--- src/rtl/audio_pdm_out_if.sv ---
// audio_pdm_out_if: sample/mute inputs and strobe/level/PDM outputs of the audio back-end
interface audio_pdm_out_if;
    logic [3:0] sample;
    logic       mute;
    logic       sample_ena;
    logic [7:0] level_o;
    logic       muted_o;
    logic       pdm_out;
    modport master (output sample, mute, input sample_ena, level_o, muted_o, pdm_out);
    modport slave (input sample, mute, output sample_ena, level_o, muted_o, pdm_out);
endinterface

--- src/rtl/audio_pdm_out.sv ---
// audio_pdm_out: sample strobe, delayed sample latch, soft mute ramp and 1-bit sigma-delta output (AUDIO_DITHER_EN adds LFSR dither)
module audio_pdm_out #(
    parameter int CLK_HZ      = 25_000_000,
    parameter int SAMPLE_RATE = 16384,
    parameter int LATCH_DELAY = 5
) (
    input logic            clock,
    input logic            reset_n,
    audio_pdm_out_if.slave bus
);
    localparam int TW = $clog2(CLK_HZ) + 1;
    localparam logic [TW-1:0] CLK_C = TW'(CLK_HZ);
    localparam logic [TW-1:0] RATE_C = TW'(SAMPLE_RATE);
    typedef enum logic [1:0] {RUN, RAMP_DOWN, MUTED, RAMP_UP} state_t;
    logic [TW-1:0] acc_q, acc_d, acc_sum;
    logic          ena_q, ena_d;
    logic [3:0]    dly_q, dly_d;
    logic          latch;
    state_t        state_q, state_d;
    logic [4:0]    gain_q, gain_d, gain_up, gain_dn;
    logic          muted_q, muted_d;
    logic [7:0]    smp;
    logic [12:0]   prod;
    logic [7:0]    level_q, level_d, lvl;
    logic [7:0]    sd_q, sd_d;
    logic [8:0]    sd_sum;
    logic          pdm_q, pdm_d;

    // fractional tick accumulator and latch delay counter (a new tick restarts the count)
    always_comb begin
        acc_sum = acc_q + RATE_C;
        ena_d   = acc_sum >= CLK_C;
        acc_d   = ena_d ? acc_sum - CLK_C : acc_sum;
        dly_d   = ena_q ? 4'(LATCH_DELAY) : (dly_q != 4'd0 ? dly_q - 4'd1 : 4'd0);
        latch   = dly_q == 4'd1;
    end

    // gain FSM: on each tick the mute level picks the ramp direction, saturating at 0 and 16
    always_comb begin
        gain_up = gain_q == 5'd16 ? 5'd16 : gain_q + 5'd1;
        gain_dn = gain_q == 5'd0 ? 5'd0 : gain_q - 5'd1;
        state_d = state_q;
        gain_d  = gain_q;
        if (ena_q) begin
            gain_d  = bus.mute ? gain_dn : gain_up;
            state_d = bus.mute ? (gain_dn == 5'd0 ? MUTED : RAMP_DOWN) : (gain_up == 5'd16 ? RUN : RAMP_UP);
        end
        muted_d = state_d == MUTED;
    end

    // level scaling with the pre-tick gain, then first-order sigma-delta modulation
    always_comb begin
        smp     = {~bus.sample[3], bus.sample[2:0], 4'b0000};
        prod    = {{5{smp[7]}}, smp} * {8'b0, gain_q};
        level_d = latch ? 8'd128 + prod[11:4] : level_q;
        sd_sum  = {1'b0, sd_q} + {1'b0, lvl};
        sd_d    = sd_sum[7:0];
        pdm_d   = sd_sum[8];
    end

`ifdef AUDIO_DITHER_EN
    logic [7:0] lfsr_q, lfsr_d;
    assign lfsr_d = {lfsr_q[6:0], 1'b0} ^ (lfsr_q[7] ? 8'h1d : 8'h00);
    assign lvl    = level_q ^ {7'b0, lfsr_q[0]};
    // dither LFSR steps every clock to break up idle tones
    always_ff @(posedge clock or negedge reset_n)
        if (!reset_n) lfsr_q <= 8'hCF;
        else lfsr_q <= lfsr_d;
`else
    assign lvl = level_q;
`endif

    // state registers
    always_ff @(posedge clock or negedge reset_n) begin
        if (!reset_n) begin
            acc_q   <= '0;
            ena_q   <= 1'b0;
            dly_q   <= 4'd0;
            state_q <= RAMP_UP;
            gain_q  <= 5'd0;
            muted_q <= 1'b0;
            level_q <= 8'd128;
            sd_q    <= 8'd0;
            pdm_q   <= 1'b0;
        end else begin
            acc_q   <= acc_d;
            ena_q   <= ena_d;
            dly_q   <= dly_d;
            state_q <= state_d;
            gain_q  <= gain_d;
            muted_q <= muted_d;
            level_q <= level_d;
            sd_q    <= sd_d;
            pdm_q   <= pdm_d;
        end
    end

    assign bus.sample_ena = ena_q;
    assign bus.level_o    = level_q;
    assign bus.muted_o    = muted_q;
    assign bus.pdm_out    = pdm_q;
endmodule

--- src/flat_wrapper.sv ---
// flat-port wrapper written by rule: the top's interface ports become plain ports
module audio_pdm_out_flat 
#(
    parameter int CLK_HZ      = 25_000_000,
    parameter int SAMPLE_RATE = 16384,
    parameter int LATCH_DELAY = 5
)
  (clock, reset_n, bus_sample, bus_mute, bus_sample_ena, bus_level_o, bus_muted_o, bus_pdm_out);
  audio_pdm_out_if bus_i ();
  input logic clock;
  input logic reset_n;
  input wire logic [$bits(bus_i.sample)-1:0] bus_sample;
  input wire logic [$bits(bus_i.mute)-1:0] bus_mute;
  output wire logic [$bits(bus_i.sample_ena)-1:0] bus_sample_ena;
  output wire logic [$bits(bus_i.level_o)-1:0] bus_level_o;
  output wire logic [$bits(bus_i.muted_o)-1:0] bus_muted_o;
  output wire logic [$bits(bus_i.pdm_out)-1:0] bus_pdm_out;
  assign bus_i.sample = bus_sample;
  assign bus_i.mute = bus_mute;
  assign bus_sample_ena = bus_i.sample_ena;
  assign bus_level_o = bus_i.level_o;
  assign bus_muted_o = bus_i.muted_o;
  assign bus_pdm_out = bus_i.pdm_out;
  audio_pdm_out #(.CLK_HZ(CLK_HZ), .SAMPLE_RATE(SAMPLE_RATE), .LATCH_DELAY(LATCH_DELAY)) u_core (.clock(clock), .reset_n(reset_n), .bus(bus_i));
endmodule
--- config.mk ---
export PLATFORM = sky130hd
export DESIGN_NAME = audio_pdm_out_flat
export DESIGN_NICKNAME = d
export VERILOG_FILES = /design/src/rtl/audio_pdm_out_if.sv /design/src/rtl/audio_pdm_out.sv /design/src/flat_wrapper.sv
export SDC_FILE = /design/constraint.sdc
export NUM_CORES = 1
export LEC_CHECK = 0
export CORE_UTILIZATION = 30
export CTS_CLUSTER_DIAMETER = 40
export DETAILED_ROUTE_END_ITERATION = 8
export GPL_ROUTABILITY_DRIVEN = 1
export PLACE_DENSITY = 0.55
export SLEW_MARGIN = 15
export SYNTH_ARGS = -nofsm -noshare
export SYNTH_HDL_FRONTEND = slang
export SYNTH_SLANG_ARGS = --single-unit
--- constraint.sdc ---
create_clock -name clock -period 10.16 [get_ports clock]
set_input_delay 3.048 -clock clock [delete_from_list [all_inputs] [get_ports clock]]
set_output_delay 3.048 -clock clock [all_outputs]
set_load 0.1 [all_outputs]
Word-level counts from Yosys, hierarchy flattened
Cells that the tools add are included.

operators by class
  $add $sub $neg = 7
  $mul = 1
  divide/modulo/power cells = 0
  $lt $le $gt $ge = 1
  equality and inequality tests = 4
  shift-type cells = 0
  muxes and demuxes = 10
  bitwise gates (word level) = 1
  reductions and logical operators = 3

operators with widths
  operator                  number
  $add A26 B15 Y26 const B  1
  $ge A26 B25 Y1 const B    1
  $mux W26                  1
  $sub A26 B25 Y26 const B  1
  $mux W5                   3
  $eq A5 B5 Y1 const B      2
  $logic_not A5 Y1          2
  $add A8 B8 Y9             1
  $mul A9 B5 Y8             1
  $add A8 B8 Y8 const A     1
  $mux W2                   4
  $mux W4                   2
  $add A5 B1 Y5 const B     1
  $sub A5 B1 Y5 const B     1
  $eq A4 B1 Y1 const B      1
  $reduce_bool A4 Y1        1
  $sub A4 B1 Y4 const B     1
  $eq A2 B2 Y1 const B      1
  $not A1 Y1                1

word-level totals
  register bits = 56
  latch bits = 0
  bits in writable memories = 0
  memory bits (read-only) = 0
  word-level logic and storage cells = 36
  memories = 0

Depth between registers and ports, before layout
  word-level depth = 7
  depth in mapped cells = 17

Least setup slack after synthesis
OpenSTA, ideal clock, no wires.

  path kind = input -> register
  from = input port bus_sample[3]
  to = register u_core.level_q[7] (netlist: u_core.bus.level_o[7])
  data arrival time = 5738 ps
  setup slack = 4331 ps
  stages on the path = 11
  buffers on the path = 0
  cell sequence = nand2b_1 -> fa_1 -> fa_1 -> inv_1 -> fa_1 -> ha_1 -> a21o_1 -> a21oi_1 -> xnor2_1 -> xnor2_1 -> o21ai_0

between the ends
  word-level cells in the longest chain between the ends = 3

ends and longest elaborated chain
  what                  RTL line             text
  start, declared       flat_wrapper.sv:12   input wire logic [$bits(bus_i.sample)-1:0] bus_sample;
  $not A1 Y1            audio_pdm_out.sv:53  smp = {~bus.sample[3], bus.sample[2:0], 4'b0000};
  $mul A9 B5 Y8         audio_pdm_out.sv:54  prod = {{5{smp[7]}}, smp} * {8'b0, gain_q};
  $add A8 B8 Y8         audio_pdm_out.sv:55  level_d = latch ? 8'd128 + prod[11:4] : level_q;
  end signal, assigned  audio_pdm_out.sv:92  level_q <= level_d;
  end, declared         audio_pdm_out.sv:24  logic [7:0] level_q, level_d, lvl;

No other way between the ends.
A chain may end at the register's enable or synchronous reset.

Final worst setup path
  from = input port bus_sample[0]
  to = register u_core.level_q[7] (netlist: u_core.bus.level_o[7])

between the ends
  word-level cells in the longest chain between the ends = 2

ends and longest elaborated chain
  what           RTL line
  $mul A9 B5 Y8  audio_pdm_out.sv:54
  $add A8 B8 Y8  audio_pdm_out.sv:55

No other way between the ends.

==> flow_metrics.tcl <==
set metrics [dict create \
    dp_hpwl_um 5180 \
    fin_nets 452 \
    grt_max_degree 51 \
    ir_worst_vdd_v 0.0000516 \
    clkTransAtPathRegs_ns 0.06 \
    cts.sinks 50 \
    fin_skew_ns 0.00287 \
    tns_ns 0 \
    mostFrequentLayoutCell "dfrtp_1" \
    clk_path_buf_depth 2 \
    slew_headroom_pct 34.4 \
    gp_congestion 0.771 \
    portBuffers 17 \
    power_density_nw_per_um2 116 \
    fillers 1222 \
    end_kind "flop" \
    cp.required_ns 10.36 \
    synth_edf_count 0 \
    cts.htree.levels 2 \
    status "finished clean" \
    root_buffer "clkbuf_16" \
    synth.net_count 447 \
    syn-cell-area_um2 3740 \
    antenna_found_initial 0 \
    startpoint_type "primary input" \
    coreArea_um2 12100 \
    vias 2735 \
    cts_made_buffers 5 \
    slew_violations 0 \
    ys_warn_count 0 \
    p_leak_nw 1.78 \
    post_cts_buffers 0 \
    ant_nets 0 \
    fin_ws_ns 4.00 \
    clkLatencyLatePin_ns 0.28 \
    ys_types 59 \
    synth_ff_type "dfrtp_1" \
    grt_use_total_pct 11.8 \
    worst_pin_slew_ns 0.980 \
    layout-drive-gt1-share_pct 6.39 \
    wirelength_um 6990 \
    cts.repair.resized 0 \
    cts_tree "built" \
    post-place-ws_ns 3.67 \
    wire_per_inst_um 12.2 \
    path_max_fanout 5 \
    max_freq_mhz 162 \
    netlist_instances 401 \
    n_antenna_cell 0 \
    grt_pass1_wl_um 12200 \
    num_rows 40 \
    arrival_ns 6.36 \
    drc 0 \
    synthToLayoutAreaGrowth_pct 11.6 \
    die_h_um 114 \
    grt_overflow 0 \
    grt_pass1_vias 2625 \
    initial_core_util_pct 31.0 \
    dr.first_iter.drc_count 153 \
    ys_seq_area_share_pct 33.5 \
    hp-class "reg2reg" \
    vias_per_cell 4.76 \
    period_needed_ns 6.16 \
    rsz0062_at_grt "no" \
    die_w_um 114 \
    ctsHoldBuffers 0 \
    async_reset_ff_share_pct 100 \
    layout.cells.most_common_list "dfrtp_1, nand2_1, inv_1" \
    ys_seq_elements 50 \
    dr.pass1.iters 5 \
    crit_type "in2reg" \
    io-pin-count 18 \
    finalHoldViolCount 0 \
    finalSetupViolCount 0 \
    maxCapViolCount 0 \
    die_area_um2 12900 \
    avgSynthCellArea_um2 9.33 \
    period_share_pct 60.7 \
]
## power breakdown
group          switching (W)  internal (W)  leakage (nW)
Combinational      0.0000592     0.0000419          1.08
Sequential        0.00000376      0.000212         0.621
Clock              0.0000677     0.0000976        0.0739
Total               0.000131      0.000352          1.78
## state kept, by name, summed over array words and instances (netlist names)
| name | count |
|---|---|
| u_core.bus.pdm_out | 1 |
| u_core.acc_q | 20 |
| u_core.bus.level_o | 8 |
| u_core.sd_q | 8 |
| u_core.gain_q | 5 |
| u_core.state_q | 2 |
| u_core.dly_q | 4 |
| u_core.bus.sample_ena | 1 |
| u_core.bus.muted_o | 1 |
## logic make-up after synthesis
kind of cell	count (synthesis)	synth area share [%]
flops	50	33.5
simple gates	127	18.0
compound gates	81	14.8
buf+inv	53	5.89
fa+ha+maj	39	15.5
mux	5	1.44
xor+xnor	46	11.0
## critical path, cell delays in order
cell and delay, ns:
clkdlybuf4s50_1 0.54, nand2_1 0.10, fa_1 0.51, fa_1 0.51
fa_1 0.53, fa_1 0.47, inv_1 0.07, a21o_1 0.11
a21oi_1 0.07, xnor2_1 0.18, xnor2_1 0.13, o21ai_0 0.08
## metrics by stage
step	instances	area [um^2]	power (W)	hold WS (ns)	utilization [%]
after global routing	575	4180	0.000516	0.491	34.6
final	575	4180	0.000482	0.472	34.6
after global placement	567	4030	0.000320	0.453	33.4
after CTS	575	4180	0.000495	0.474	34.6
after detailed placement	567	4030	0.000323	0.461	33.4
after floorplan	401	3740	0.000297	0.438	-
## worst paths after layout
check                                                         end  cells after the start                          from  slack [ns]
min in group asynchronous                u_core.sd_q[7]$_DFF_PN0_                      2                       reset_n        2.87
worst min register to register       u_core.acc_q[13]$_DFFE_PN0P_                      1  u_core.acc_q[13]$_DFFE_PN0P_        0.47
worst max-delay path            u_core.bus.level_o[7]$_DFFE_PN1P_                     12                 bus_sample[0]        4.00
worst min-delay path                 u_core.acc_q[13]$_DFFE_PN0P_                      1  u_core.acc_q[13]$_DFFE_PN0P_        0.47
worst max register to register  u_core.bus.level_o[7]$_DFFE_PN1P_                     11  u_core.gain_q[2]$_DFFE_PN0P_        6.53
max in group asynchronous              u_core.acc_q[16]$_DFF_PN0_                      2                       reset_n        6.85
## Yosys cell counts, types with 2 or more instances
| master | instances | share of area (%) |
|---|---|---|
| o22a_1 | 2 | 0.47 |
| a41oi_1 | 2 | 0.47 |
| nand3b_1 | 4 | 0.80 |
| nor4b_1 | 2 | 0.47 |
| buf_2 | 2 | 0.27 |
| o22ai_1 | 3 | 0.50 |
| nand2b_1 | 6 | 1.0 |
| and3_1 | 4 | 0.67 |
| nor2b_1 | 3 | 0.50 |
| a21oi_1 | 22 | 2.9 |
| xor2_1 | 13 | 3.0 |
| a21o_1 | 6 | 1.2 |
| clkbuf_1 | 13 | 1.3 |
| nand4_1 | 5 | 0.84 |
| nor3b_1 | 4 | 0.80 |
| fa_1 | 12 | 6.4 |
| a31o_2 | 2 | 0.47 |
| or3_1 | 3 | 0.50 |
| mux2_2 | 3 | 0.90 |
| nand2_1 | 35 | 3.5 |
| a31oi_1 | 7 | 1.2 |
| mux2i_1 | 2 | 0.54 |
| o21ai_0 | 20 | 2.7 |
| inv_1 | 33 | 3.3 |
| ha_1 | 27 | 9.0 |
| nor3_1 | 8 | 1.1 |
| nor2_1 | 20 | 2.0 |
| dfrtp_1 | 47 | 31 |
| xnor2_1 | 32 | 7.5 |
| nand3_1 | 15 | 2.0 |
| and2_1 | 12 | 2.0 |
| buf_4 | 3 | 0.60 |
| dfstp_2 | 3 | 2.1 |
## metal layers
| layer | GRT usage, % | wire length, um |
|---|---|---|
| met5 | 0 | 0 |
| met4 | 3.51 | 60 |
| met3 | 2.60 | 178 |
| met2 | 19.4 | 3260 |
| met1 | 15.5 | 3490 |
## final cells by class
class / instances / area [um^2] / share of cell area, %
multi-input cells: 298 / 2270 / 54.3
flip-flops and latches: 50 / 1250 / 30.1
well taps: 168 / 210 / 5.03
repair buffers: 18 / 173 / 4.14
clock buffers: 7 / 143 / 3.42
inverters: 33 / 124 / 2.97
clock inverters: 1 / 5.00 / 0.120
Power figures use the tool's default switching activity.
